### src/rtl/output_port_arbiter_pkg.sv
// Shared router definitions: port indices, packet geometry and the output-port FSM encoding.
package output_port_arbiter_pkg;
    localparam int EAST         = 0;
    localparam int NORTH        = 1;
    localparam int WEST         = 2;
    localparam int SOUTH        = 3;
    localparam int LOCAL        = 4;
    localparam int NUM_PORTS    = 5;
    localparam int DATA_WIDTH   = 32;
    localparam int PACKET_WIDTH = 55;
    localparam int CNT_WIDTH    = 16;

    typedef enum logic {
        IDLE = 1'b0,
        SEND = 1'b1
    } state_t;
endpackage

### src/rtl/output_port_arbiter_rr_arbiter.sv
// Round-robin arbiter: search starts at pointer p, first requester wins, p moves past the winner.
module output_port_arbiter_rr_arbiter
    import output_port_arbiter_pkg::*;
#(
    parameter int N = NUM_PORTS
)
(
    input  logic         clk,
    input  logic         reset,
    input  logic [N-1:0] req,
    input  logic         advance,
    output logic [N-1:0] grant,
    output logic         any
);
    localparam int PW = (N > 1) ? $clog2(N) : 1;
    localparam logic [N-1:0] ONE = N'(1);

    logic [PW-1:0]  r_ptr;
    logic [2*N-1:0] w_rot_dbl;
    logic [2*N-1:0] w_back_dbl;
    logic [N-1:0]   w_rot;
    logic [N-1:0]   w_iso;
    logic [PW-1:0]  w_winner;

    // Rotate so bit 0 is the pointer position, isolate the lowest set bit, rotate back.
    assign w_rot_dbl  = {req, req} >> r_ptr;
    assign w_rot      = w_rot_dbl[N-1:0];
    assign w_iso      = w_rot & (~w_rot + ONE);
    assign w_back_dbl = {w_iso, w_iso} << r_ptr;
    assign grant      = w_back_dbl[2*N-1:N];
    assign any        = |req;

    always_comb begin
        w_winner = '0;
        for (int i = 0; i < N; i++) begin
            if (grant[i]) begin
                w_winner = PW'(i);
            end
        end
    end

    always_ff @(posedge clk) begin
        if (reset) begin
            r_ptr <= '0;
        end else if (advance && any) begin
            r_ptr <= (w_winner == PW'(N - 1)) ? '0 : w_winner + PW'(1);
        end
    end
endmodule

### src/rtl/output_port_arbiter.sv
// Output-direction arbiter: picks one input controller round-robin, holds its packet in a
// single output register and hands it downstream over a req/gnt handshake.
module output_port_arbiter
    import output_port_arbiter_pkg::*;
#(
    parameter int packetwidth = output_port_arbiter_pkg::PACKET_WIDTH,
    parameter int NUM_PORTS   = output_port_arbiter_pkg::NUM_PORTS,
    parameter int cntWidth    = output_port_arbiter_pkg::CNT_WIDTH
)
(
    input  logic                             clk,
    input  logic                             reset,
    input  logic [NUM_PORTS-1:0]             reqIn,
    input  logic [NUM_PORTS*packetwidth-1:0] PacketIn,
    output logic [NUM_PORTS-1:0]             gntIn,
    output logic                             reqDnStr,
    input  logic                             gntDnStr,
    output logic [packetwidth-1:0]           PacketOut,
    output logic [cntWidth-1:0]              pktCount
);
    state_t                 r_state;
    logic                   r_req_dn;
    logic [packetwidth-1:0] r_pkt;
    logic [cntWidth-1:0]    r_cnt;

    logic                   w_xfer;
    logic                   w_load;
    logic                   w_any;
    logic [NUM_PORTS-1:0]   w_grant;
    logic [packetwidth-1:0] w_sel;
    logic [packetwidth-1:0] w_masked [NUM_PORTS];

    assign w_xfer = r_req_dn & gntDnStr;
    // A new packet may only be taken when the output register is empty or draining this cycle.
    assign w_load = ((r_state == IDLE) | w_xfer) & w_any & ~reset;
    assign gntIn  = {NUM_PORTS{w_load}} & w_grant;

    output_port_arbiter_rr_arbiter #(
        .N       (NUM_PORTS)
    ) u_rr (
        .clk     (clk),
        .reset   (reset),
        .req     (reqIn),
        .advance (w_load),
        .grant   (w_grant),
        .any     (w_any)
    );

    for (genvar gi = 0; gi < NUM_PORTS; gi++) begin : g_mask
        assign w_masked[gi] = PacketIn[gi*packetwidth +: packetwidth] & {packetwidth{w_grant[gi]}};
    end

    always_comb begin
        w_sel = '0;
        for (int i = 0; i < NUM_PORTS; i++) begin
            w_sel = w_sel | w_masked[i];
        end
    end

    always_ff @(posedge clk) begin
        if (reset) begin
            r_state  <= IDLE;
            r_req_dn <= 1'b0;
            r_pkt    <= '0;
            r_cnt    <= '0;
        end else begin
            if (w_xfer) begin
                r_cnt <= r_cnt + cntWidth'(1);
            end
            case (r_state)
                IDLE: begin
                    if (w_load) begin
                        r_pkt    <= w_sel;
                        r_req_dn <= 1'b1;
                        r_state  <= SEND;
                    end
                end
                SEND: begin
                    if (w_xfer) begin
                        if (w_load) begin
                            r_pkt <= w_sel;
                        end else begin
                            r_req_dn <= 1'b0;
                            r_state  <= IDLE;
                        end
                    end
                end
                default: begin
                    r_req_dn <= 1'b0;
                    r_state  <= IDLE;
                end
            endcase
        end
    end

    assign reqDnStr  = r_req_dn;
    assign PacketOut = r_pkt;
    assign pktCount  = r_cnt;
endmodule

### config.mk
export PLATFORM = sky130hd
export DESIGN_NAME = output_port_arbiter
export DESIGN_NICKNAME = d
export VERILOG_FILES = /design/src/rtl/output_port_arbiter_pkg.sv /design/src/rtl/output_port_arbiter_rr_arbiter.sv /design/src/rtl/output_port_arbiter.sv
export SDC_FILE = /design/constraint.sdc
export NUM_CORES = 1
export LEC_CHECK = 0
export CAP_MARGIN = 20
export CORE_AREA = 2 2 139 141
export CTS_CLUSTER_DIAMETER = 100
export DETAILED_ROUTE_END_ITERATION = 10
export DIE_AREA = 0 0 141 143
export HOLD_SLACK_MARGIN = 0.03
export PLACE_DENSITY = 0.73
export SETUP_SLACK_MARGIN = 0.15
export SLEW_MARGIN = 20
export SYNTH_ARGS = -nofsm -noshare
export SYNTH_HDL_FRONTEND = slang
export SYNTH_HIERARCHICAL = 1
export SYNTH_SLANG_ARGS = --single-unit
### constraint.sdc
create_clock -name clk -period 4.97 [get_ports clk]
set_input_delay 0.994 -clock clk [delete_from_list [all_inputs] [get_ports clk]]
set_output_delay 0.994 -clock clk [all_outputs]
set_load 0.02 [all_outputs]
* Word level (Yosys, flattened, before mapping) *
Index checks and enable logic that the tools add are counted.

operators by class
  bitwise gates (word level) = 18
  mux-type cells = 15
  shift-type cells = 2
  reduce and logical (&&, ||, !) cells = 3
  eq/ne operators = 4
  add/subtract/negate cells = 3

operator list
  kind                                                                      number
  55-bit bitwise AND                                                        5
  55-bit OR                                                                 4
  55-bit 2-to-1 mux                                                         2
  55-bit one-hot mux with 2 select lines                                    1
  16-bit by 1-bit adder with 16-bit output (second input constant)          1
  5-bit bitwise AND                                                         2
  10-bit by 3-bit << shifter with 10-bit output                             1
  10-bit by 3-bit >> shifter with 5-bit output                              1
  1-bit 2-to-1 mux                                                          6
  3-bit 2-to-1 mux                                                          2
  5-bit by 1-bit adder with 5-bit output (second input constant)            1
  5-bit NOT                                                                 1
  5-bit OR reduction                                                        1
  2-bit 2-to-1 mux                                                          2
  2-bit by 1-bit inequality test with 1-bit output (second input constant)  2
  1-bit one-hot mux with 2 select lines                                     2
  3-bit by 1-bit adder with 3-bit output (second input constant)            1
  1-bit bitwise AND                                                         3
  3-bit equality test (second input constant)                               1
  3-bit AND reduction                                                       1
  2-bit inequality test (second input constant)                             1
  1-bit NOT                                                                 2
  1-bit logical AND                                                         1
  1-bit OR                                                                  1

storage, ports and cells
  bits of input ports = 283
  register bits after elaboration = 76
  output and inout bits = 77

* Logic depth before layout (Yosys ltp) *
  depth after elaboration = 13
  gate-level depth with buffers = 13

* By module *
Netlist, hierarchy kept.

modules (own cells, without submodules)
  module                          area an instance (um^2)  cells an instance  seq. area each (um^2)  instances
  output_port_arbiter             3,782.4                  423                1,461.4                1
  output_port_arbiter_rr_arbiter  859.6                    105                60.1                   1

* Worst setup path after synthesis *
No wires, ideal clock.

  kind = input -> output
  start point = in reqIn[2]
  end point = out gntIn[4]
  path buffers = 3
  slack = 426 ps
  cell stages on the path = 10
  arrival = 3,550 ps
  required time = 3,976 ps
  cells stage by stage = buf_2 > mux4_2 > nand2_1 > o2111ai_1 > o21a_1 > a2bb2oi_2 > mux2i_2 > clkbuf_1 > clkbuf_1 > nor3b_1

between the ends
  cells in the longest elaborated chain, start to end = 6
  elaborated cells between the ends (all ways) = 9
  classes of those cells = 1 x add/sub; 2 x shift; 5 x bitwise; 1 x reduce/logical

ends and longest elaborated chain
  element                                          line                                  source
  start: declaration                               output_port_arbiter.sv:13             input logic [NUM_PORTS-1:0] reqIn,
  10-bit by 3-bit >> shifter with 5-bit output *   output_port_arbiter_rr_arbiter.sv:26  assign w_rot_dbl = {req, req} >> r_ptr;
  5-bit NOT                                        output_port_arbiter_rr_arbiter.sv:28  assign w_iso = w_rot & (~w_rot + ONE);
  5-bit by 1-bit adder with 5-bit output           output_port_arbiter_rr_arbiter.sv:28
  5-bit bitwise AND *                              output_port_arbiter_rr_arbiter.sv:28
  10-bit by 3-bit << shifter with 10-bit output *  output_port_arbiter_rr_arbiter.sv:29  assign w_back_dbl = {w_iso, w_iso} << r_ptr;
  named net w_grant[4]                             output_port_arbiter.sv:29             logic [NUM_PORTS-1:0] w_grant;
  5-bit bitwise AND *                              output_port_arbiter.sv:36             assign gntIn = {NUM_PORTS{w_load}} & w_grant;
  end: declaration                                 output_port_arbiter.sv:15             output logic [NUM_PORTS-1:0] gntIn,

Mark *: on every way through the listed nets, which the timed path passes. The rest lies on a longest branch.

* Worst setup path after layout *
  start point = in reqIn[2]
  end point = out gntIn[2]

Same word-level chain as after synthesis.

==> run metrics <==
outcome completed; setup TNS 0 ps; first-pass GRT wire length 32.56 mm; post-synthesis sequential area ratio 32.78%; unique cell type count in the Yosys netlist 63; 1st-iter DRT viols 421; M1 wire length 8.702 mm; WL final 21.73 mm; initial antenna violation count 2; cts repair resizes 5; Yosys top cell area share 32.78%; Ys Warns 6; via count 5,887; Tot GR Track Use 20.82%; final-stage net count 1,143; FP Rows 50; synth top area cells dfxtp_1 (33%), a222oi_1 (12%), a311oi_1 (10%); cell taking the most area after synthesis dfxtp_1; Synth top cells by count nor2_1 (81), dfxtp_1 (76), a222oi_1 (55), a22oi_1 (55), a311oi_1 (55); maximum number of pins on one net before global-route repair 58; DR pass1 iterations 6; Worst-Margin Slew 989.3 ps; GPL Wtd Cong 0.8109; vias per cell 5.366; hold buffers post-CTS 0; setup bufs post-CTS 0; crit end category output port; critical path launch point type input pin; cell with the most instances after synthesis nor2_1; Leak 3.085 nW; share of cells above drive strength 1 6.845%; fin crit share 94.29%; final non-filler cell total 1,097; Final Hold Viols 0; Inst Count DP 1,080; clock tree from TritonCTS yes; Crit Path Class input pin to output port; DR top layer met4; final slew viol count 0; ys flop type dfxtp_1; number of H-tree levels 3; number of synthesized flops with an enable pin 0; Port Buf Inserts 359; Syn Inst Count 528; CTS Buf Count 9; data required time of the critical path 3980 ps; I/O pin count 360; Post-Syn Area 4642 µm²; Die Span Y 143 µm; min-delay worst type register to register; gr ovfl total 0; DP Area 8494 µm²; syn_area_per_cell 8.792 µm²; # DRC 0; RSZ-0062 raised after global routing no; clock sink count 76; Setup Skew 11.04 ps; CP max FO 5; Period minus WS final 4686 ps; max_cap viols 0; Pwr Density 441.4 nW/µm²; Die W 141 µm; Detail Route met3 WL 1.540 mm; WL/cell 19.81 µm; #FFs+latches synth 76; clk_lat worst skew 340 ps; vias in the first global route 5,818; Synth Net Count 814; DP HPWL 16.32 mm; clock slew at reported path FFs 70 ps; CTS Root Cell clkbuf_16; core area 18,580 µm²; Max clock buf depth 2; Max Clk Rate 0.2134 GHz; WHS 485.2 ps; Met2 Wirelength 10.82 mm; Peak supply drop 0.4720 mV; Initial Util 24.98%; area delta synth->final 89.70%; Final Cell Area 8806 µm²; Die Area 20,160 µm²; Tot Pwr 3.887 mW; Max-Slew Margin vs Limit 33.88%; final setup fails 0; Synth async-reset ratio 0%; Worst Path Arrival 3690 ps; post-route ant nets 0
-- layout make-up --
| cell class | instances | area [µm²] |
|---|---|---|
| clock inverter | 4 | 56.30 |
| clock buffer | 12 | 246.5 |
| antenna | 1 | 2.502 |
| multi-input combinational | 384 | 2897 |
| tap | 234 | 292.8 |
| timing repair buffer | 379 | 3764 |
| fill | 1748 | 9774 |
| sequential | 76 | 1521 |
| inverter | 7 | 26.28 |
-- flip-flops by register name, summed over array words and instances (netlist names) --
name and flops:
reqDnStr 1, pktCount 16, PacketOut 55, u_rr/r_ptr 3, r_state 1
-- final timing paths --
path	slack, ps	start	cells after the start	endpoint
min	490	pktCount[15]	2	pktCount[15]
min reg2reg	490	pktCount[15]	2	pktCount[15]
max	280	reqIn[2]	10	gntIn[2]
max reg2reg	1040	u_rr/r_ptr[0]	11	u_rr/r_ptr[1]
-- power breakdown --
part / leakage (nW) / switching [mW] / total, mW / internal (mW)
Clock: 0.147 / 0.268 / 0.675 / 0.407
Sequential: 0.628 / 0.119 / 0.897 / 0.778
Combinational: 2.31 / 1.26 / 2.32 / 1.05
Total: 3.09 / 1.65 / 3.89 / 2.24
-- through the flow --
step / setup slack, ps / utilization (%)
floorplan: 425.5 / -
global placement: 45.64 / 45.72
detailed placement: 21.04 / 45.72
CTS: 88.74 / 47.37
global route: 155.9 / 47.39
finish: 283.8 / 47.39
-- placed cells by master (no fill, tap or decap), types with 4 or more instances in the layout --
cell type and instances:
clkdlybuf4s50_1 353, nor2_1 81, dfxtp_1 76, a22oi_1 55, a222oi_1 55, a311oi_1 55, nand2_1 20, buf_4 19
clkbuf_16 9, nor3_1 8, xnor2_1 8, a21oi_1 7, inv_1 6, o21ai_0 6, mux2i_1 6, nor3b_1 5
nand3_1 5, nand4_1 5, xor2_1 4, dlygate4sd2_1 4
-- metal layers --
layer / global-route usage [%] / vias up
met5: 0 / -
met4: 8.316 / 0
met3: 4.795 / 37
met2: 35.28 / 262
met1: 25.65 / 2757
li1: - / 2831
-- logic make-up after synthesis --
logic type / synth area share [%]
adder cells (fa/ha/maj): 0.8087
AND/OR/NAND/NOR: 15.74
XOR/XNOR: 2.264
buffers and inverters: 6.145
AO/OA/AOI/OAI: 37.84
flip-flops: 32.78
multiplexers: 4.420
-- critical path: stages --
cell	delay (ps)
clkdlybuf4s50_1	520
buf_4	200
or3b_1	350
a211oi_2	240
o2111ai_1	180
o21a_1	250
and2_1	190
o31ai_4	210
nor3b_1	190
dlygate4sd2_1	360
Note: power is estimated with default switching activity, not from simulation.
==> RTL change 1 (same settings) <==
Set the package constant `CNT_WIDTH` to 24 (it was 16).
--- a/src/rtl/output_port_arbiter_pkg.sv
+++ b/src/rtl/output_port_arbiter_pkg.sv
@@ -8,7 +8,7 @@
     localparam int NUM_PORTS    = 5;
     localparam int DATA_WIDTH   = 32;
     localparam int PACKET_WIDTH = 55;
-    localparam int CNT_WIDTH    = 16;
+    localparam int CNT_WIDTH    = 24;
 
     typedef enum logic {
         IDLE = 1'b0,
Ports: changed (resized pktCount); port bits go from 360 to 368. The function was not compared with the original's and may differ.
==> RTL change 1 against the unedited design <==
  * Cell area up 5.4%
  * Sequential cell count up 8
  * Worst setup slack better by 0.057 ns
  * Total power up 2.5%
  * Die area unchanged
  * Critical path depth unchanged
  * Final cell count up 5.1%
  * Synthesized area up 9.3%
  * Wire length up 8.9%
  * Clock skew about the same
  * Critical path type unchanged
  * Highest routed layer is now met5
  * Largest power group unchanged
==> RTL change 1: results <==
export IMPL_hold_slack_ns=0.477
export IMPL_grt_use_met1_pct=28.8
export IMPL_synth_area_leaders="dfxtp_1 (33%), a222oi_1 (11%), a311oi_1 (9.5%), a22oi_1 (8.1%), nor2_1 (5.8%)"
export IMPL_rr_startpoint="u_rr/r_ptr[1]$_SDFFE_PP0P_"
export IMPL_wl_met2_mm=11.6
export IMPL_grt_pass1_vias=6049
export IMPL_largest_register_ffs=55
export IMPL_numPortBuffers=367
export IMPL_grt_pass1_wl_mm=34.9
export IMPL_wl_met3_mm=2.10
export IMPL_yosys_area_share_adder_pct=0.740
export IMPL_grt_start_max_net_pins=63
export IMPL_yosys_mux_area_fraction_pct=4.04
export IMPL_drtAntennaViolNets=0
export IMPL_status="complete, no violations"
export IMPL_synth_nets=862
export IMPL_gp_congestion=0.878
export IMPL_ys_seq_area_share_pct=33.1
export IMPL_critical_path_top_delay_family="buffers and inverters"
export IMPL_hpwl_mm=18.0
export IMPL_grt_busiest_layer="met2"
export IMPL_cts_resized=6
export IMPL_net_switching_power_mw=1.68
export IMPL_ff2ff_setup_slack_ns=1.28
export IMPL_crit_path_end="gntIn[1]"
export IMPL_synth_compound_area_share_pct=36.9
export IMPL_grt_use_total_pct=22.3
export IMPL_drt_iter0_drc=694
export IMPL_cts_max_level=3
export IMPL_min_delay_start="pktCount[23]$_SDFFE_PP0P_"
export IMPL_hold_path_class="reg -> reg"
export IMPL_r2r_end="PacketOut[1]$_SDFFE_PP0P_"
export IMPL_slowest_delay_ns=0.47
export IMPL_vdd_ir_drop_max_mv=0.287
export IMPL_leakagePower_nw=3.25
export IMPL_highest_layer="met5"
export IMPL_startpoint="reqIn[1]"
export IMPL_post_cts_buffers=0
export IMPL_worst_pin_slew_ns=0.715
export IMPL_synthXorXnorAreaFrac_pct=1.90
export IMPL_yosysUniqueCellTypes=67
export IMPL_final_nets=1199
export IMPL_wl_met1_mm=9.57
export IMPL_use_met3_pct=5.60
export IMPL_path_max_fanout=4
export IMPL_wl_mm=23.7
export IMPL_drt_vias_per_instance=5.52
export IMPL_yosys_top_cells_count="dfxtp_1 (84), nor2_1 (78), a222oi_1 (55), a22oi_1 (55), a311oi_1 (55)"
export IMPL_finalClockSkew_ns=0.0107
export IMPL_use_met2_pct=37.3
export IMPL_drive_above_1_share_pct=7.73
export IMPL_whs_endpoint="pktCount[23]$_SDFFE_PP0P_"
RTL change 1: cell types whose count changed in the layout (fill, tap and decap cells not counted), sizes merged, moves of 4 or more:
cell           change
a21oi              +8
and3               +4
buf                +5
clkdlybuf4s50      +6
dfxtp              +8
nand2              +5
nand3              +4
o31ai              +7
or4                +5
xnor2              -5
xor2               +4
RTL change 1: stage by stage:
step                      power [mW]  cell area, µm²  setup WS, ns  utilization (%)  std cells
after floorplan                 2.29            5070         0.426                -        576
final                           3.98            9280         0.341             49.9       1153
after global placement          3.32            8980        0.0162             48.4       1136
after CTS                       4.03            9280         0.303             49.9       1152
after detailed placement        3.34            8980        0.0643             48.4       1136
after global routing            4.21            9280         0.240             49.9       1153
RTL change 1: area by class of cell:
class	instances	area, µm²
fillers	1765	9300
multi-input cells	421	3140
clock inverters	6	63.8
inverters	5	18.8
flip-flops and latches	84	1680
repair buffers	392	3850
diodes	1	2.50
clock buffers	10	229
well taps	234	293
==> RTL change 2 (same flow settings) <==
Made on the original files. Reset style: asynchronous (`reset`), changed in 2 clocked blocks.
--- a/src/rtl/output_port_arbiter_rr_arbiter.sv
+++ b/src/rtl/output_port_arbiter_rr_arbiter.sv
@@ -39,7 +39,7 @@
         end
     end
 
-    always_ff @(posedge clk) begin
+    always_ff @(posedge clk or posedge reset) begin
         if (reset) begin
             r_ptr <= '0;
         end else if (advance && any) begin
--- a/src/rtl/output_port_arbiter.sv
+++ b/src/rtl/output_port_arbiter.sv
@@ -57,7 +57,7 @@
         end
     end
 
-    always_ff @(posedge clk) begin
+    always_ff @(posedge clk or posedge reset) begin
         if (reset) begin
             r_state  <= IDLE;
             r_req_dn <= 1'b0;
Function: differs if reset is asserted again (counterexample within 4 cycles, from zero or initial values and one cycle with reset high); with reset held inactive, the same outputs for 4 cycles.
==> RTL change 2 against the unedited design <==
  * Sequential cell count unchanged
  * Synthesized area increased by 5.3%
  * Total power increased by 27%
  * Sequential share of layout area increased by 3.8 points
  * Global-route usage about the same
  * Largest power group unchanged
  * Worst setup slack got worse by 0.012 ns
  * Cell area increased by 2.4%
  * Critical path depth unchanged
  * Synthesized cell count decreased by 2.3%
  * Wire length increased by 1.9%
  * Clock skew increased by 0.0013 ns
  * First-iteration DRC count increased by 35%
  * Critical path type unchanged
  * Non-clock buffer count decreased by 2
==> RTL change 2: results <==
export IMPL_status="complete, no violations"
export IMPL_n_fill_cell=1790
export IMPL_yosysUniqueCellTypes=64
export IMPL_clkLatencyLatePin_ns=0.35
export IMPL_postSynthAreaPerCell_um2=9.47
export IMPL_yosys_top_cells_count="dfrtp_1 (76), nor2_1 (65), a22oi_1 (58), a31oi_1 (58), a222oi_1 (55)"
export IMPL_diodes=0
export IMPL_dr_pass1_iters=6
export IMPL_numCtsBuffers=9
export IMPL_largest_register_ffs=55
export IMPL_gp_congestion=0.865
export IMPL_synth_nets=802
export IMPL_synth_area_leaders="dfrtp_1 (39%), a222oi_1 (11%), a22oi_1 (8.9%), a31oi_1 (7.4%), nor2_1 (5.0%)"
export IMPL_drt_iter0_drc=569
export IMPL_reg2reg_depth=12
export IMPL_post_cts_buffers=0
export IMPL_clk_path_buf_depth=2
export IMPL_critical_path_arrival_ns=3.70
export IMPL_drt_vias_per_instance=5.38
export IMPL_ys_seq_area_share_pct=38.9
export IMPL_placed_cells=1072
export IMPL_antenna_found_initial=1
export IMPL_grt_pass1_wl_mm=32.1
export IMPL_hpwl_mm=16.6
export IMPL_synthFlopType="dfrtp_1"
export IMPL_leakagePower_nw=3.39
export IMPL_cts_clk_slew_worst_paths_ns=0.06
export IMPL_synthArstFlopShare_pct=100
export IMPL_wl_mm=22.1
export IMPL_num_vias=5851
export IMPL_timing_slew_headroom_pct=42.0
export IMPL_drive_above_1_share_pct=7.03
export IMPL_grt_use_total_pct=20.8
export IMPL_vdd_ir_drop_max_mv=0.452
export IMPL_numPortBuffers=359
export IMPL_path_max_fanout=12
export IMPL_cts_resized=0
export IMPL_grt_pass1_vias=5649
export IMPL_min_path_cells=1
export IMPL_hold_path_class="reg -> reg"
export IMPL_root_buffer="clkbuf_16"
export IMPL_grt_start_max_net_pins=91
export IMPL_cts_max_level=3
export IMPL_finalClockSkew_ns=0.0123
export IMPL_synth_warnings=6
RTL change 2: cell count changes after synthesis, moves of 6 or more:
| cell | before | now |
|---|---|---|
| a311oi_1 | 55 | 0 |
| nand2b_1 | 0 | 6 |
| dfxtp_1 | 76 | 0 |
| buf_2 | 12 | 19 |
| a31oi_1 | 0 | 58 |
| nor2_1 | 81 | 65 |
| clkbuf_1 | 45 | 31 |
| dfrtp_1 | 0 | 76 |
RTL change 2: routing by layer:
layer	up-vias	share of wire, %	GRT usage (%)	wire length, µm
li1	2760	-	-	-
met1	2784	41	26.8	8980
met2	281	50	34.9	11200
met3	24	7.5	5.03	1670
met4	2	1.4	6.05	320
met5	-	0.059	0	13
RTL change 2: path summary, 6_finish.rpt:
| kind | start | endpoint | slack [ns] |
|---|---|---|---|
| max | reqIn[1] | gntIn[1] | 0.27 |
| min | pktCount[15]$_DFFE_PP0P_ | pktCount[15]$_DFFE_PP0P_ | 0.48 |
| max reg2reg | u_rr/r_ptr[0]$_DFFE_PP0P_ | u_rr/r_ptr[1]$_DFFE_PP0P_ | 1.21 |
| min reg2reg | pktCount[15]$_DFFE_PP0P_ | pktCount[15]$_DFFE_PP0P_ | 0.48 |
| max in group asynchronous | reset | PacketOut[7]$_DFFE_PP0P_ | 2.94 |
| min in group asynchronous | reset | u_rr/r_ptr[2]$_DFFE_PP0P_ | 0.91 |
RTL change 2: power breakdown:
| part | internal (mW) | switching, mW |
|---|---|---|
| clock | 0.404 | 0.273 |
| sequential | 0.863 | 0.184 |
| combinational | 1.40 | 1.82 |
| total | 2.67 | 2.27 |
RTL change 2: logic make-up after synthesis:
family / after synthesis / share of synthesized area (%)
compound gates: 210 / 34.5
fa+ha+maj: 3 / 0.768
mux: 13 / 3.69
xor+xnor: 15 / 2.69
simple gates: 136 / 13.4
buf+inv: 63 / 6.02
flops: 76 / 38.9
RTL change 2: cell type report:
cell class                      instances  area, µm²  share of cell area [%]
Sequential cell                        76       1900                    21.1
Clock inverter                          5       58.8                   0.652
Clock buffer                           11        243                    2.69
Multi-Input combinational cell        377       2750                    30.5
Inverter                                8       31.3                   0.347
Timing Repair Buffer                  377       3740                    41.4
Tap cell                              234        293                    3.25
RTL change 2: critical path, stage by stage:
cell and delay [ns]:
clkdlybuf4s50_1 0.53, buf_4 0.22, nor4b_1 0.06, or3_1 0.43, nor2_1 0.17, nor3_1 0.07, o311ai_1 0.38, o31ai_4 0.13
and2_1 0.16, clkdlybuf4s50_1 0.55
RTL change 2: per-stage QoR:
stage | power (mW) | worst slack [ns] | cell area, µm²
after detailed placement | 4.28 | 0.241 | 8690
final | 4.94 | 0.272 | 9010
after global routing | 5.23 | 0.165 | 9010
after global placement | 4.24 | 0.266 | 8690
after floorplan | 2.95 | 0.745 | 4890
after CTS | 4.99 | 0.219 | 8990
